### src/rtl/osd_text_sequencer.sv
// OSD text sequencer: walks a COLS x ROWS character buffer through an external glyph ROM
// and serialises each 4x6 character cell into a 1-bit pixel stream, one video line at a time.
module osd_text_sequencer #(
    parameter int COLS = 16,
    parameter int ROWS = 4
) (
    input  logic       clock,
    input  logic       reset,
    input  logic       frame_start,
    input  logic       line_start,
    input  logic       pix_ce,
    input  logic       wr_en,
    input  logic [5:0] wr_addr,
    input  logic [5:0] wr_data,
    output logic [5:0] rom_char_add,
    output logic [2:0] rom_px_line,
    input  logic [2:0] rom_q,
    output logic       osd_pixel,
    output logic       osd_active,
    output logic       busy
);
    localparam int DEPTH = COLS * ROWS;
    localparam int LINES = ROWS * 6;
    localparam int LW    = $clog2(LINES + 1);
    localparam int CW    = (COLS > 1) ? $clog2(COLS) : 1;
    localparam int RW    = (ROWS > 1) ? $clog2(ROWS) : 1;

    typedef enum logic [1:0] {ST_IDLE, ST_PREFETCH, ST_ACTIVE} state_t;

    state_t        state_q, state_d;
    logic [LW-1:0] line_cnt_q, line_cnt_d;
    logic [RW-1:0] row_q, row_d;
    logic [2:0]    px_line_q, px_line_d;
    logic [CW-1:0] col_q, col_d;
    logic [1:0]    pix_cnt_q, pix_cnt_d;
    logic          rd_v_q, rd_v_d;
    logic          addr_v_q, addr_v_d;
    logic          rom_v_q, rom_v_d;
    logic          blank_q, blank_d;
    logic          fetch_req_q, fetch_req_d;
    logic [3:0]    glyph_q, glyph_d;
    logic          glyph_v_q, glyph_v_d;
    logic [3:0]    shift_q, shift_d;
    logic [5:0]    char_add_q, char_add_d;
    logic [2:0]    rom_line_q, rom_line_d;
    logic          pixel_q, pixel_d;
    logic          active_q, active_d;

    logic [5:0]    text_mem [DEPTH];
    logic [5:0]    text_rd_q;
    logic          rd_en;
    logic [5:0]    rd_addr;

    logic [LW-1:0] line_base;
    logic          line_ok;
    logic [3:0]    cap_val;

    // Text buffer: registered read, write-first not required so a same-address read sees old data.
    always_ff @(posedge clock) begin
        if (wr_en) text_mem[wr_addr] <= wr_data;
        if (rd_en) text_rd_q <= text_mem[rd_addr];
    end

    assign line_base = frame_start ? '0 : line_cnt_q;
    assign line_ok   = (line_base < LW'(LINES));
    assign cap_val   = blank_q ? 4'b0000 : {rom_q, 1'b0};

    always_comb begin
        state_d     = state_q;
        line_cnt_d  = line_cnt_q;
        row_d       = row_q;
        px_line_d   = px_line_q;
        col_d       = col_q;
        pix_cnt_d   = pix_cnt_q;
        rd_v_d      = 1'b0;
        addr_v_d    = rd_v_q;
        rom_v_d     = addr_v_q;
        blank_d     = blank_q;
        fetch_req_d = fetch_req_q;
        glyph_d     = glyph_q;
        glyph_v_d   = glyph_v_q;
        shift_d     = shift_q;
        char_add_d  = char_add_q;
        rom_line_d  = rom_line_q;
        pixel_d     = 1'b0;
        active_d    = 1'b0;
        rd_en       = 1'b0;
        rd_addr     = 6'(int'(row_q) * COLS + int'(col_q) + 1);

        if (rd_v_q) begin
            char_add_d = text_rd_q;
            rom_line_d = px_line_q;
            blank_d    = (text_rd_q >= 6'd46) || (px_line_q == 3'd5);
        end
        if (frame_start) line_cnt_d = '0;

        case (state_q)
            ST_PREFETCH: begin
                if (rom_v_q) begin
                    shift_d     = cap_val;
                    col_d       = '0;
                    pix_cnt_d   = '0;
                    glyph_v_d   = 1'b0;
                    fetch_req_d = (COLS > 1);
                    state_d     = ST_ACTIVE;
                end
            end
            ST_ACTIVE: begin
                if (fetch_req_q) begin
                    rd_en       = 1'b1;
                    rd_v_d      = 1'b1;
                    fetch_req_d = 1'b0;
                end
                if (rom_v_q) begin
                    glyph_d   = cap_val;
                    glyph_v_d = 1'b1;
                end
                if (pix_ce) begin
                    pixel_d   = shift_q[3];
                    active_d  = 1'b1;
                    shift_d   = {shift_q[2:0], 1'b0};
                    pix_cnt_d = pix_cnt_q + 2'd1;
                    if (pix_cnt_q == 2'd3) begin
                        glyph_v_d = 1'b0;
                        if (col_q == CW'(COLS - 1)) begin
                            shift_d = 4'b0000;
                            state_d = ST_IDLE;
                        end else begin
                            // With pix_ce every clock the next glyph lands on this very edge.
                            shift_d     = glyph_v_q ? glyph_q : cap_val;
                            col_d       = col_q + CW'(1);
                            fetch_req_d = (int'(col_q) + 2 < COLS);
                        end
                    end
                end
            end
            default: ;
        endcase

        // A new line always wins: drop whatever is in flight and restart from column 0.
        if (line_start) begin
            line_cnt_d  = line_ok ? line_base + LW'(1) : line_base;
            addr_v_d    = 1'b0;
            rom_v_d     = 1'b0;
            glyph_v_d   = 1'b0;
            fetch_req_d = 1'b0;
            shift_d     = 4'b0000;
            col_d       = '0;
            pix_cnt_d   = '0;
            pixel_d     = 1'b0;
            active_d    = 1'b0;
            rd_v_d      = 1'b0;
            state_d     = ST_IDLE;
            if (line_ok) begin
                state_d   = ST_PREFETCH;
                row_d     = RW'(line_base / LW'(6));
                px_line_d = 3'(line_base % LW'(6));
                rd_en     = 1'b1;
                rd_addr   = 6'(int'(line_base / LW'(6)) * COLS);
                rd_v_d    = 1'b1;
            end
        end
    end

    always_ff @(posedge clock) begin
        if (reset) begin
            state_q     <= ST_IDLE;
            line_cnt_q  <= '0;
            row_q       <= '0;
            px_line_q   <= '0;
            col_q       <= '0;
            pix_cnt_q   <= '0;
            rd_v_q      <= 1'b0;
            addr_v_q    <= 1'b0;
            rom_v_q     <= 1'b0;
            blank_q     <= 1'b0;
            fetch_req_q <= 1'b0;
            glyph_q     <= '0;
            glyph_v_q   <= 1'b0;
            shift_q     <= '0;
            char_add_q  <= '0;
            rom_line_q  <= '0;
            pixel_q     <= 1'b0;
            active_q    <= 1'b0;
        end else begin
            state_q     <= state_d;
            line_cnt_q  <= line_cnt_d;
            row_q       <= row_d;
            px_line_q   <= px_line_d;
            col_q       <= col_d;
            pix_cnt_q   <= pix_cnt_d;
            rd_v_q      <= rd_v_d;
            addr_v_q    <= addr_v_d;
            rom_v_q     <= rom_v_d;
            blank_q     <= blank_d;
            fetch_req_q <= fetch_req_d;
            glyph_q     <= glyph_d;
            glyph_v_q   <= glyph_v_d;
            shift_q     <= shift_d;
            char_add_q  <= char_add_d;
            rom_line_q  <= rom_line_d;
            pixel_q     <= pixel_d;
            active_q    <= active_d;
        end
    end

    assign rom_char_add = char_add_q;
    assign rom_px_line  = rom_line_q;
    assign osd_pixel    = pixel_q;
    assign osd_active   = active_q;
    assign busy         = (state_q != ST_IDLE);

endmodule

### config.mk
export PLATFORM = sky130hd
export DESIGN_NAME = osd_text_sequencer
export DESIGN_NICKNAME = d
export VERILOG_FILES = /design/src/rtl/osd_text_sequencer.sv
export SDC_FILE = /design/constraint.sdc
export NUM_CORES = 1
export LEC_CHECK = 0
export BUFFER_PORTS_ARGS = -buffer_cell sky130_fd_sc_hd__buf_2
export CORE_MARGIN = 3
export CORE_UTILIZATION = 33
export CTS_CLUSTER_SIZE = 24
export DETAILED_ROUTE_END_ITERATION = 16
export PLACE_DENSITY = 0.52
export REMOVE_ABC_BUFFERS = 1
export SLEW_MARGIN = 0
export SYNTH_ARGS = -nofsm -noshare
export SYNTH_HDL_FRONTEND = slang
export SYNTH_SLANG_ARGS = --single-unit
### constraint.sdc
create_clock -name clock -period 4.9 [get_ports clock]
set_clock_uncertainty 0.1 [all_clocks]
set_input_delay 0.245 -clock clock [delete_from_list [all_inputs] [get_ports clock]]
set_output_delay 0.245 -clock clock [all_outputs]
set_load 0.05 [all_outputs]
# Word-level counts from Yosys, hierarchy flattened
# Memory sizes are Yosys's and may differ from the RTL's. A register that Yosys moved wholly into a read port is not among the register bits.
# Index checks and enable logic that the tools add are counted.
word_totals:
  wordCells: 105
  input_bits: 21
  memories: 1
  ff_bits: 43
  ramBits: 384
  out_inout_bits: 12
classes:
  n_eq_ne: 13
  order_cmp: 3
  div_mod_pow: 3
  reduce_logical: 13
  n_bitwise: 2
  muxes: 46
  add_sub_neg: 6
memory_table:
  columns: ["name", "words", "width", "rd", "rd_clocked_by_memory_dff", "wr", "line_no", "rtl"]
  rows:
  - ["text_mem", 64, 6, 1, 1, 1, "49", "logic [5:0] text_mem [DEPTH];"]
ops:
  columns: ["operator", "count"]
  rows:
  - ["$mux W4", 10]
  - ["$div A5 B3 Y32 const B", 1]
  - ["$mux W1", 18]
  - ["$pmux W4 S2", 2]
  - ["$mux W5", 3]
  - ["$mux W2", 7]
  - ["$mux W6", 2]
  - ["$ne A3 B3 Y1 const B", 4]
  - ["$lt A5 B5 Y1 const B", 2]
  - ["$reduce_and A5 Y1", 2]
  - ["$ne A2 B2 Y1 const B", 4]
  - ["$pmux W2 S2", 2]
  - ["$add A6 B1 Y6 const B", 1]
  - ["$add A6 B4 Y6", 1]
  - ["$ge A6 B6 Y1 const B", 1]
  - ["$reduce_and A2 Y1", 3]
  - ["$add A4 B2 Y5 const B", 1]
  - ["$add A5 B1 Y5 const B", 1]
  - ["$div A5 B3 Y5 const B", 1]
  - ["$mod A5 B3 Y5 const B", 1]
  - ["$add A4 B1 Y4 const B", 1]
  - ["$eq A2 B2 Y1 const B", 2]
  - ["$eq A4 B4 Y1 const B", 1]
  - ["$pmux W1 S2", 2]
  - ["11 further kinds", 13]

# Longest topological paths before layout
# Gate-level depths: netlist of the first run.
logic_depth:
  depth_word: 6
  ltp_mapped: 12

# Least setup slack after synthesis of the first run
# OpenSTA, ideal clock, no wires.
synth_path:
  path_type: "in2reg"
  start: "in frame_start"
  end: "reg text_rd_q[5] (read register of text_mem) (data pin)"
  t_arrival_ns: 2.153
  setup_slack_ns: 2.368
  t_required_ns: 4.521
  stages: 11
  n_path_buf: 3
  cell_sequence: "buf_6 nor2b_1 clkbuf_1 ha_1 a2bb2oi_1 o22a_1 o221a_2 clkbuf_1 o311ai_0 a31oi_1 o32ai_1"
synth_between:
  elab_chain_len: 4
  elab_cells_between_ends: 7
  cone_classes: "1 x div; 1 x order compare; 5 x mux"
synth_lines:
  columns: ["item", "line_no", "rtl"]
  rows:
  - ["start, declared", "9", "input logic frame_start,"]
  - ["$mux W5 (*)", null, null]
  - ["$div A5 B3 Y32 or $lt A5 B5 Y1 (tied branches)", "159, 65", null]
  - ["$mux W6 or $mux W1 (tied branches)", "154", "if (line_ok) begin"]
  - ["$mux W6 or $mux W1 (tied branches)", "141", "if (line_start) begin"]
  - ["end, declared", "50", "logic [5:0] text_rd_q;"]
# Mark *: on every way between the ends. The rest lies on a longest branch, timed or not.
# A chain may end at the register's enable or synchronous reset.

# Final worst setup path of the first run
layout_path:
  start: "reg col_q[0]"
  end: "reg text_rd_q[5] (read register of text_mem) (data pin)"
layout_between:
  elab_chain_len: 4
layout_lines:
  columns: ["item", "line_no", "rtl"]
  rows:
  - ["start, declared", "34", "logic [CW-1:0] col_q, col_d;"]
  - ["start signal, assigned", "190", "col_q <= col_d;"]
  - ["$add A6 B4 Y6 (*)", "88", "rd_addr = 6'(int'(row_q) * COLS + int'(col_q) + 1);"]
  - ["$add A6 B1 Y6 (*)", "88", null]
  - ["$mux W6", "154", null]
  - ["$mux W6 (*)", "141", null]
# Marked as above.

==> results.md, run 1 <==
* Setup tns final at 0 ns
* HPWL after DPL at between 30000 and 40000 microns
* Asr flop ratio synth at 0%
* Fin crit share at 88.6%
* RSZ-0062 raised after global routing: false
* RR Startpoint: col_q[0]
* FP Rows at 85
* Max cap viols at 0
* Slowest stage delay, CP at a little under 0.9 ns
* Routability Congestion at about 0.85
* Cell Chain, Critical Path: ha_1, xor2_4, buf_4, o22ai_1, a31oi_1, o41ai_1, o32ai_1
* Area grow syn2layout at 13.9%
* IO Pins at 33
* Avg WL per Cell at roughly 26 microns
* Slew HR at a little under 7%
* TritonCTS buffer count at between 40 and 50
* CTS sink count at roughly 430
* Core ar. at approximately 54000 sq um
* Mapped Area at about 18000 sq um
* Routed Antenna Nets at 0
* Startpoint class of the critical path: register
* Worst IR Drop VDD at between 200 and 300 uV
* Post-CTS Setup Inserts at 0
* Worst path bufs/invs at 1
* Initial antenna violation count at 0
* Worst-Margin Slew at between 1 and 1.5 ns
* Multi-input combinational cell area at 5070 sq um
* Die height at 240 microns
* Req. time, crit path at a little over 5 ns
* Worst skew pair latency at around 0.59 ns
* Worst path arrival time at 4.53 ns
* Min cycle time layout at 4.34 ns
* Slowest CP cell: o22ai_1
* Via count at 11500
* Setup WS pre-CTS at between 0.6 and 0.7 ns
* P_leak at 6.50 nW
* Initial core utilization at between 30% and 40%
* Gr ovfl total at 0
* Setup ws final at between 0.5 and 0.6 ns
* First-pass GRT wire length at just under 80000 microns
* Die Span X at 240 microns
* Crit. End Element: register
* Max Fclk at roughly 230 MHz
* Drt pass-1 iters at 5
* Vias in the first global route at ~11000
* Vias per inst at 5.56
* Die ar. at 57500 sq um
* Maximum root-to-sink buffer count at 3
* ANT cells at 0
* Crit path max fanout at 50
* Worst R2R Path Depth at 7
* # port buffers at 32
* Share of layout cells above drive strength 1 at 14.2%
* CTS tree: yes
* Routed wire length at about 53000 microns
* Hold path start: frame_start
* Avg Inst Size Synth at approximately 14 sq um
* Max Transition Viols Final at 0
* Storage cell area at around 13000 sq um
* H-tree Lvls at 2
* Crit Path Class: register to register
* Final Net Count at ~1400
* Fill count at 5055
* # setup viols final at 0
* Synthesis-stage register bit count at roughly 430
* Status: finished clean
* PwrDens at 385 nW/um^2
* Synth cell types at between 80 and 90
* Worst Hold Endpoint: line_cnt_q[3]
* Clk pin slew, worst setup/hold paths at ~0.06 ns
* Prevailing post-synth register cell: edfxtp_1
* Worst hold path type: primary input to register
* Synth Instances at between 1000 and 1500
* Hold Path Depth at 3
* Post-synth EDFFs at slightly below 400
* Register area share after synthesis at between 60% and 70%
* Reg2reg end: text_rd_q[5]
* Largest net degree at the start of global routing at 65
* R2R Setup Slk at 0.56 ns
* CTS Root Cell: clkbuf_16
* Initial DRC Count at around 1300
* Yosys warnings at 0
* Drc violations at 0
* Gr usage total at a little under a fifth
* Endpoints failing hold at 0
* Cell family contributing the most delay on the critical path: compound AO/OA/AOI/OAI gates
[where the power goes]
part	internal (mW)	leakage (nW)	switching (mW)
registers	4.04	3.85	0.0194
clock network	2.13	0.770	1.45
logic	0.0674	1.88	0.199
[state kept, by name, summed over array words and instances (netlist names), 2 cells and up]
signal / count
glyph_q: 3
pix_cnt_q: 2
text_rd_q: 6
col_q: 4
state_q: 2
px_line_q: 3
shift_q: 3
rom_char_add: 6
line_cnt_q: 5
row_q: 2
rom_px_line: 3
text_mem: 384
[synthesized netlist by cell type (5+ instances only)]
library cell	n	share of area, %
a31oi_1	27	0.94
edfxtp_1	390	65
o211ai_1	11	0.46
mux2_2	17	1.1
inv_1	10	0.21
mux4_2	13	1.6
nand4_1	9	0.31
and2_1	5	0.17
nor2_1	117	2.4
nor3_1	18	0.50
a311oi_1	7	0.34
ha_1	9	0.62
buf_2	39	1.1
nand3_1	40	1.1
a211oi_1	23	0.96
a221oi_1	7	0.34
xnor2_1	7	0.34
o22ai_1	10	0.35
nand3b_1	5	0.21
clkbuf_1	26	0.54
o221ai_1	8	0.39
buf_4	13	0.54
nand2b_1	8	0.28
a21oi_1	51	1.4
dfxtp_1	41	4.6
a2111oi_0	8	0.39
and3_1	16	0.55
or2_2	5	0.17
mux2i_1	77	4.3
nand2_1	137	2.9
o21ai_0	41	1.1
o31ai_1	5	0.21
nor2b_1	11	0.38
buf_1	5	0.10
[repair_timing]
item | 4_1_cts | 5_1_grt
endpoints found under the setup margin | 0 | 0
hold endpoints to repair | 17 | 0
resized for setup | 0 | 0
hold buffers | 5 | 0
[tightest hold or removal path: cells and delay by family]
kind	cells	cell delay [ns]
buf+inv	1	0.23
simple gates	1	0.14
compound gates	1	0.06
[cell families (layout without fill, tap and decap cells)]
group	Yosys count	in the layout	share of synthesized area (%)
adder cells (fa/ha/maj)	9	9	0.624
AO/OA/AOI/OAI	256	256	9.88
XOR/XNOR	9	9	0.520
buffers and inverters	97	169	2.68
AND/OR/NAND/NOR	389	389	9.86
flip-flops	431	431	69.5
multiplexers	107	107	6.96
[through the flow]
stage	utilization (%)	power, mW	std cells	area (sq um)	hold WS [ns]
2_1_floorplan	-	4.24	1212	17600	0.210
3_3_place_gp	35.1	4.40	1975	18900	0.338
3_5_place_dp	35.1	4.40	1975	18900	0.332
4_1_cts	38.1	7.97	2066	20500	0.0345
5_1_grt	38.1	8.14	2066	20500	0.0643
6_report	38.1	7.91	2066	20500	0.0552
[cell usage in the layout (no fill, tap or decap), drive strengths merged, types with 9 or more instances in the layout]
| cell type | synthesis | final |
|---|---|---|
| o22ai | 10 | 10 |
| nand2 | 138 | 138 |
| a21oi | 52 | 52 |
| o211ai | 11 | 11 |
| nand4 | 9 | 9 |
| ha | 9 | 9 |
| clkbuf | 26 | 55 |
| a211oi | 24 | 24 |
| mux4 | 13 | 13 |
| dfxtp | 41 | 41 |
| mux2 | 17 | 17 |
| nand3 | 40 | 40 |
| nor3 | 18 | 18 |
| inv | 10 | 10 |
| clkinv | 1 | 26 |
| buf | 60 | 67 |
| nor2b | 11 | 11 |
| a31oi | 28 | 28 |
| o221ai | 9 | 9 |
| and3 | 16 | 16 |
| o21ai | 42 | 42 |
| nor2 | 118 | 118 |
| mux2i | 77 | 77 |
| edfxtp | 390 | 390 |
[routing by layer]
layer,vias to the layer above,wire [microns],global-route usage [%]
met5,-,0,0
met1,5840,23400,26.5
met4,0,1470,5.48
li1,5073,-,-
met2,485,24200,28.9
met3,83,3720,3.12
[layout make-up]
cell class	count	area share, %
repair buffers	72	2.36
well taps	696	4.24
clock inverters	31	1.46
clock buffers	55	6.08
inverters	11	0.201
flip-flops and latches	431	61.0
multi-input cells	770	24.7
[how the worst max path moves through the flow]
stage              from      endpoint  slack, ns  cells after the start
2_1_floorplan  col_q[0]  text_rd_q[2]      -2.37                      8
3_3_place_gp   col_q[0]  text_rd_q[5]       0.70                      7
3_5_place_dp   col_q[0]  text_rd_q[5]       0.62                      7
4_1_cts        col_q[0]  text_rd_q[5]       0.59                      7
5_1_grt        col_q[0]  text_rd_q[5]       0.51                      7
6_report       col_q[0]  text_rd_q[5]       0.56                      7
Note: power is estimated with default switching activity, not from simulation.
==> run 2, diff against run 1 <==
--- a/config.mk
+++ b/config.mk
@@ -6,6 +6,7 @@
 export NUM_CORES = 1
 export LEC_CHECK = 0
 export BUFFER_PORTS_ARGS = -buffer_cell sky130_fd_sc_hd__buf_2
+export CORE_ASPECT_RATIO = 0.6
 export CORE_MARGIN = 3
 export CORE_UTILIZATION = 33
 export CTS_CLUSTER_SIZE = 24
==> results.md, run 2 (synthesized netlist as in run 1, its figures left out) <==
* Status: finished clean (unchanged)
* Fill count at 4984 (was 5055)
* HPWL after DPL at 34900 microns (was 32900 microns)
* Worst skew pair latency at 0.54 ns (was 0.59 ns)
* Vias per inst at 5.61 (was 5.56)
* CTS tree: yes (unchanged)
* Area grow syn2layout at 12.0% (was 13.9%)
* Final total power at 7.36 mW (was 7.91 mW)
* Gr ovfl total at 0 (unchanged)
* TritonCTS buffer count at 39 (was 46)
* Endpoints failing hold at 0 (unchanged)
* Via count at 11500 (about the same)
* H-tree Lvls at 2 (unchanged)
* Core ar. at 53300 sq um (was 53900 sq um)
* Worst-Margin Slew at 1.13 ns (was 1.39 ns)
* Max FFs per register at 384 (unchanged)
* ANT cells at 0 (unchanged)
* RR Startpoint: col_q[0] (unchanged)
* Die height at 187 microns (was 240 microns)
* R2R Setup Slk at 1.04 ns (was 0.56 ns)
* Final Net Count at 1351 (was 1362)
* CP startpoint: col_q[0] (unchanged)
* FP Rows at 65 (was 85)
* Max Transition Viols Final at 0 (unchanged)
* Initial antenna violation count at 0 (unchanged)
* Final instance area at 20200 sq um (was 20500 sq um)
* RSZ-0062 raised after global routing: false (unchanged)
* Initial core utilization at 33.9% (was 33.5%)
* Post-CTS Setup Inserts at 0 (unchanged)
* PwrDens at 364 nW/um^2 (was 385 nW/um^2)
* Req. time, crit path at 5.05 ns (was 5.09 ns)
* # setup viols final at 0 (unchanged)
* Gr usage total at 18.5% (about the same)
* Worst hold path type: primary input to register (unchanged)
* Utilization after layout at 37.9% (was 38.1%)
* Multi-input combinational cell area at 5070 sq um (unchanged)
* Vias in the first global route at 10900 (was 11300)
* Reg2reg end: text_rd_q[4] (was text_rd_q[5])
* P_leak at 6.31 nW (was 6.50 nW)
* Routed wire length at 54000 microns (was 52800 microns)
* Slowest stage delay, CP at 0.71 ns (was 0.89 ns)
* Die ar. at 57600 sq um (was 57500 sq um)
* Slowest CP cell: a211oi_1 (was o22ai_1)
* # port buffers at 32 (unchanged)
* Share of layout cells above drive strength 1 at 13.3% (was 14.2%)
* Max cap viols at 0 (unchanged)
* Die Span X at 308 microns (was 240 microns)
* Most common cell after layout, fill and taps aside: edfxtp_1 (unchanged)
* Avg WL per Cell at 26.3 microns (was 25.6 microns)
* CTS Root Cell: clkbuf_16 (unchanged)
* Worst R2R Path Depth at 9 (was 7)
* Hold path start: rom_q[2] (was frame_start)
* Largest net degree at the start of global routing at 65 (unchanged)
* Startpoint class of the critical path: register (unchanged)
* IO Pins at 33 (unchanged)
* Cell family contributing the most delay on the critical path: compound AO/OA/AOI/OAI gates (unchanged)
* Worst IR Drop VDD at 199 uV (was 252 uV)
* Worst path bufs/invs at 1 (unchanged)
* First-pass GRT wire length at 78300 microns (was 78100 microns)
* Most flop-heavy register: text_mem (unchanged)
* Cell Chain, Critical Path: ha_1, xnor2_2, a21oi_4, buf_4, a21oi_1, a211oi_1, a211oi_1, a31oi_1, o311ai_0 (was ha_1, xor2_4, buf_4, o22ai_1, a31oi_1, o41ai_1, o32ai_1)
* Drc violations at 0 (unchanged)
* DP Area at 19000 sq um (was 18900 sq um)
* Clk pin slew, worst setup/hold paths at 0.07 ns (was 0.06 ns)
* Max Fclk at 259 MHz (was 230 MHz)
* Worst path arrival time at 4.01 ns (was 4.53 ns)
* Worst Hold Endpoint: glyph_q[3] (was line_cnt_q[3])
* Slew HR at 23.9% (was 6.74%)
* Crit Path Class: register to register (unchanged)
* Min cycle time layout at 3.86 ns (was 4.34 ns)
* Initial DRC Count at 1374 (was 1320)
* Routed Antenna Nets at 0 (unchanged)
* Hold Path Depth at 4 (was 3)
* Storage cell area at 12500 sq um (unchanged)
* Routability Congestion at 0.852 (about the same)
* Maximum root-to-sink buffer count at 3 (unchanged)
* Commonest cells after routing, fill and taps aside: edfxtp_1 (390), nand2_1 (137), nor2_1 (116) (unchanged)
* Crit path max fanout at 28 (was 50)
* CTS sink count at 431 (unchanged)
* Cell mode on critical path: a211oi_1
* Drt pass-1 iters at 6 (was 5)
* Crit. End Element: register (unchanged)
* Fin crit share at 78.8% (was 88.6%)
* Setup tns final at 0 ns (unchanged)
[run 2: changes by cell type in the layout (fill, tap and decap cells not counted), sizes merged]
cell / previous run / this run
bufinv: 6 / 2
clkinvlp: 0 / 1
dlygate4sd3: 5 / 1
clkbuf: 55 / 51
clkinv: 26 / 15
[run 2: what timing repair did]
action,in CTS,in global routing
hold endpoints to repair,2,0
resized for setup,0,0
hold buffers,1,0
[run 2: stage by stage]
| stage | instances | setup WS (ns) | hold WS (ns) |
|---|---|---|---|
| floorplan | 1212 | -2.37 | 0.210 |
| global placement | 1982 | 1.18 | 0.317 |
| detailed placement | 1982 | 1.11 | 0.315 |
| CTS | 2051 | 1.22 | 0.0133 |
| global route | 2051 | 0.942 | 0.0224 |
| finish | 2051 | 1.04 | 0.0275 |
[run 2: layer usage]
metal  routed length (microns)  track usage (%)  share of wire [%]
met1                     26600             30.4                 49
met2                     20500             23.3                 38
met3                      6040             6.07                 11
met4                       796             2.90                1.5
met5                         0                0                  0
[run 2: cell type report]
cell class / count / share of cell area (%)
Sequential cell: 431 / 62.0
Tap cell: 703 / 4.35
Clock inverter: 17 / 0.650
Inverter: 11 / 0.204
Multi-Input combinational cell: 770 / 25.1
Timing Repair Buffer: 68 / 2.33
Clock buffer: 51 / 5.36
[run 2: power by group]
part | total [mW] | leakage (nW) | internal (mW) | switching, mW
Clock | 3.03 | 0.601 | 1.66 | 1.37
Combinational | 0.272 | 1.87 | 0.0654 | 0.206
Sequential | 4.05 | 3.85 | 4.04 | 0.0174
[run 2: how the worst max path moves through the flow]
stage | cells past startpoint | endpoint | slack [ns]
after global routing | 9 | text_rd_q[4] | 0.94
after floorplan | 8 | text_rd_q[2] | -2.37
after global placement | 9 | text_rd_q[2] | 1.18
after detailed placement | 9 | text_rd_q[2] | 1.11
final | 9 | text_rd_q[4] | 1.04
after CTS | 9 | text_rd_q[4] | 1.22
[run 2: tightest hold or removal path: stages]
cell,delay [ns]
buf_2,0.09
nor2b_1,0.13
nand3_1,0.08
a21oi_1,0.06
==> run 3, diff against run 2 <==
--- a/config.mk
+++ b/config.mk
@@ -5,6 +5,7 @@
 export SDC_FILE = /design/constraint.sdc
 export NUM_CORES = 1
 export LEC_CHECK = 0
+export ABC_AREA = 1
 export BUFFER_PORTS_ARGS = -buffer_cell sky130_fd_sc_hd__buf_2
 export CORE_ASPECT_RATIO = 0.6
 export CORE_MARGIN = 3
==> constraint.sdc (replaced) <==
create_clock -name clock -period 3.6 [get_ports clock]
set_clock_uncertainty 0.1 [all_clocks]
set_input_delay 0.18 -clock clock [delete_from_list [all_inputs] [get_ports clock]]
set_output_delay 0.18 -clock clock [all_outputs]
set_load 0.05 [all_outputs]
==> results.md, run 3 <==
* Worst path arrival time at 2.99 ns (was 4.01 ns)
* Most common cell in the netlist: edfxtp_1 (unchanged)
* Fin crit share at 77.2% (was 78.8%)
* Initial DRC Count at 1777 (was 1374)
* Final total power at 10.6 mW (was 7.36 mW)
* Slew HR at 29.6% (was 23.9%)
* P_leak at 8.00 nW (was 6.31 nW)
* Max cap viols at 0 (unchanged)
* Final Net Count at 1818 (was 1351)
* Crit Path Class: register to register (unchanged)
* Synth Instances at 1767 (was 1298)
* Synth top area cells: edfxtp_1 (61%), nand3_1 (9.5%), dfxtp_1 (4.3%) (was edfxtp_1 (65%), dfxtp_1 (4.6%), mux2i_1 (4.3%))
* Routed Antenna Nets at 0 (unchanged)
* Commonest cells after routing, fill and taps aside: edfxtp_1 (390), nand3_1 (363), nor2_1 (198) (was edfxtp_1 (390), nand2_1 (137), nor2_1 (116))
* Clk pin slew, worst setup/hold paths at 0.07 ns (about the same)
* FP Rows at 67 (was 65)
* TritonCTS buffer count at 42 (was 39)
* Drt pass-1 iters at 6 (unchanged)
* # port buffers at 32 (unchanged)
* Max Fclk at 360 MHz (was 259 MHz)
* Layout Cells excl Fill at 2577 (was 2051)
* Endpoints failing hold at 0 (unchanged)
* Worst-Margin Slew at 1.05 ns (was 1.13 ns)
* Core ar. at 56700 sq um (was 53300 sq um)
* Routability Congestion at 0.890 (was 0.852)
* Initial core utilization at 33.9% (about the same)
* Vias in the first global route at 12600 (was 10900)
* Gr ovfl total at 0 (unchanged)
* CTS sink count at 431 (unchanged)
* Req. time, crit path at 3.81 ns (was 5.05 ns)
* Worst skew pair latency at 0.56 ns (was 0.54 ns)
* Die ar. at 61200 sq um (was 57600 sq um)
* # setup viols final at 0 (unchanged)
* Crit. End Element: register (unchanged)
* ANT cells at 0 (unchanged)
* Dpl cells at 2494 (was 1982)
* IO Pins at 33 (unchanged)
* Via count at 13400 (was 11500)
* Post-synth top area share at 61.0% (was 64.9%)
* Cell taking the most area after synthesis: edfxtp_1 (unchanged)
* Drc violations at 0 (unchanged)
* Asr flop ratio synth at 0% (unchanged)
* Area grow syn2layout at 11.8% (was 12.0%)
* Max Transition Viols Final at 0 (unchanged)
* Largest net degree at the start of global routing at 140 (was 65)
* HPWL after DPL at 35000 microns (was 34900 microns)
* Most flop-heavy register: text_mem (unchanged)
* Worst IR Drop VDD at 342 uV (was 199 uV)
* Initial antenna violation count at 1 (was 0)
* Die Span X at 317 microns (was 308 microns)
* Share of layout cells above drive strength 1 at 10.5% (was 13.3%)
* Min cycle time layout at 2.78 ns (was 3.86 ns)
* Mapped Area at 19200 sq um (was 18000 sq um)
* Fill count at 5606 (was 4984)
* Avg Inst Size Synth at 10.9 sq um (was 13.9 sq um)
* Gr usage total at 17.8% (was 18.5%)
* Register area share after synthesis at 65.2% (was 69.5%)
* Maximum root-to-sink buffer count at 3 (unchanged)
* CTS Root Cell: clkbuf_16 (unchanged)
* Vias per inst at 5.21 (was 5.61)
* Synth cell types at 41 (was 82)
* RSZ-0062 raised after global routing: false (unchanged)
* Synthesis-stage register bit count at 431 (unchanged)
* Synth top cells by count: edfxtp_1 (390), nand3_1 (363), nor2_1 (198), nand2_1 (179), inv_1 (175) (was edfxtp_1 (390), nand2_1 (137), nor2_1 (117), mux2i_1 (77), a21oi_1 (51))
* Die height at 193 microns (was 187 microns)
* Worst hold path type: primary input to register (unchanged)
* Max FFs per register at 384 (unchanged)
* Most common cell after layout, fill and taps aside: edfxtp_1 (unchanged)
* Yosys warnings at 0 (unchanged)
* Crit path max fanout at 13 (was 28)
* Status: finished clean (unchanged)
* Startpoint class of the critical path: register (unchanged)
* PwrDens at 495 nW/um^2 (was 364 nW/um^2)
* CTS tree: yes (unchanged)
* Avg WL per Cell at 21.4 microns (was 26.3 microns)
* Post-CTS resize count at 0 (unchanged)
* Prevailing post-synth register cell: edfxtp_1 (unchanged)
* Routed wire length at 55200 microns (was 54000 microns)
* H-tree Lvls at 2 (unchanged)
* Post-synth EDFFs at 390 (unchanged)
* First-pass GRT wire length at 82900 microns (was 78300 microns)
run 3: cell types whose count changed after synthesis, moves of 16 or more:
cell and delta:
nand3_1 +323, inv_1 +165, nand3b_1 +101, nor2_1 +81, mux2i_1 -77, nand2_1 +42
or2_2 +29, a21oi_1 -27, a31oi_1 -23, o21ai_1 +22, a211oi_1 -19, mux2_2 -17
and3_1 -16
run 3: final cells by class:
type	instances	area (sq um)	area share, %
inverters	184	696	3.24
repair buffers	84	623	2.90
clock buffers	59	1180	5.49
flip-flops and latches	431	12500	58.3
clock inverters	15	146	0.681
well taps	759	950	4.42
multi-input cells	1045	5360	24.9
run 3: repair_timing:
item,in CTS,in global routing
hold buffers,9,0
hold endpoints to repair,23,0
buffers inserted,0,0
run 3: critical path, stage by stage, from the launching register on:
cell and delay [ns]:
dfxtp_1 0.34, inv_1 0.07, nor2_2 0.11, nand2_2 0.12, nor2_4 0.13, inv_2 0.07, ha_1 0.27, nand2_1 0.06
a21oi_1 0.04, nand2_1 0.07, nand2_1 0.04, nand2_1 0.09, nand2_2 0.22, inv_2 0.31, nand3_1 0.24, nand3_1 0.18
nand2_1 0.07
run 3: logic make-up (layout without fill, tap and decap cells):
kind of cell	Yosys count	in the layout	synth area share [%]
AO/OA/AOI/OAI	111	111	3.41
XOR/XNOR	2	2	0.0912
adder cells (fa/ha/maj)	9	9	0.586
buffers and inverters	291	342	7.07
flip-flops	431	431	65.2
AND/OR/NAND/NOR	923	923	23.6
run 3: per-stage QoR:
step                hold slack [ns]  worst slack, ns  instance area (sq um)  setup TNS, ns  utilization (%)
finish                       0.0233            0.819                  21500              0             37.9
global route                 0.0387            0.630                  21500              0             37.9
CTS                         0.00343            0.858                  21500              0             37.9
detailed placement            0.304            0.871                  20100              0             35.4
global placement              0.304            0.869                  20100              0             35.4
floorplan                     0.149           -0.827                  18500          -4.94                -
run 3: worst paths after layout:
check | from | endpoint | slack, ns | cells past startpoint
max | line_cnt_q[3] | text_rd_q[2] | 0.82 | 16
min | line_start | line_cnt_q[1] | 0.02 | 3
max reg2reg | line_cnt_q[3] | text_rd_q[2] | 0.82 | 16
min reg2reg | addr_v_q | rom_v_q | 0.32 | 2
run 3: power breakdown:
| part | switching (mW) | internal (mW) |
|---|---|---|
| combinational | 0.529 | 0.167 |
| clock | 1.91 | 2.50 |
| sequential | 0.0236 | 5.50 |
run 3: layer usage:
| layer | global-route usage [%] | vias to the layer above | part of all wire, % |
|---|---|---|---|
| met4 | 3.48 | 0 | 1.6 |
| met5 | 0 | - | 0 |
| li1 | - | 6189 | - |
| met1 | 28.0 | 6637 | 50 |
| met2 | 24.0 | 542 | 39 |
| met3 | 5.07 | 65 | 9.2 |
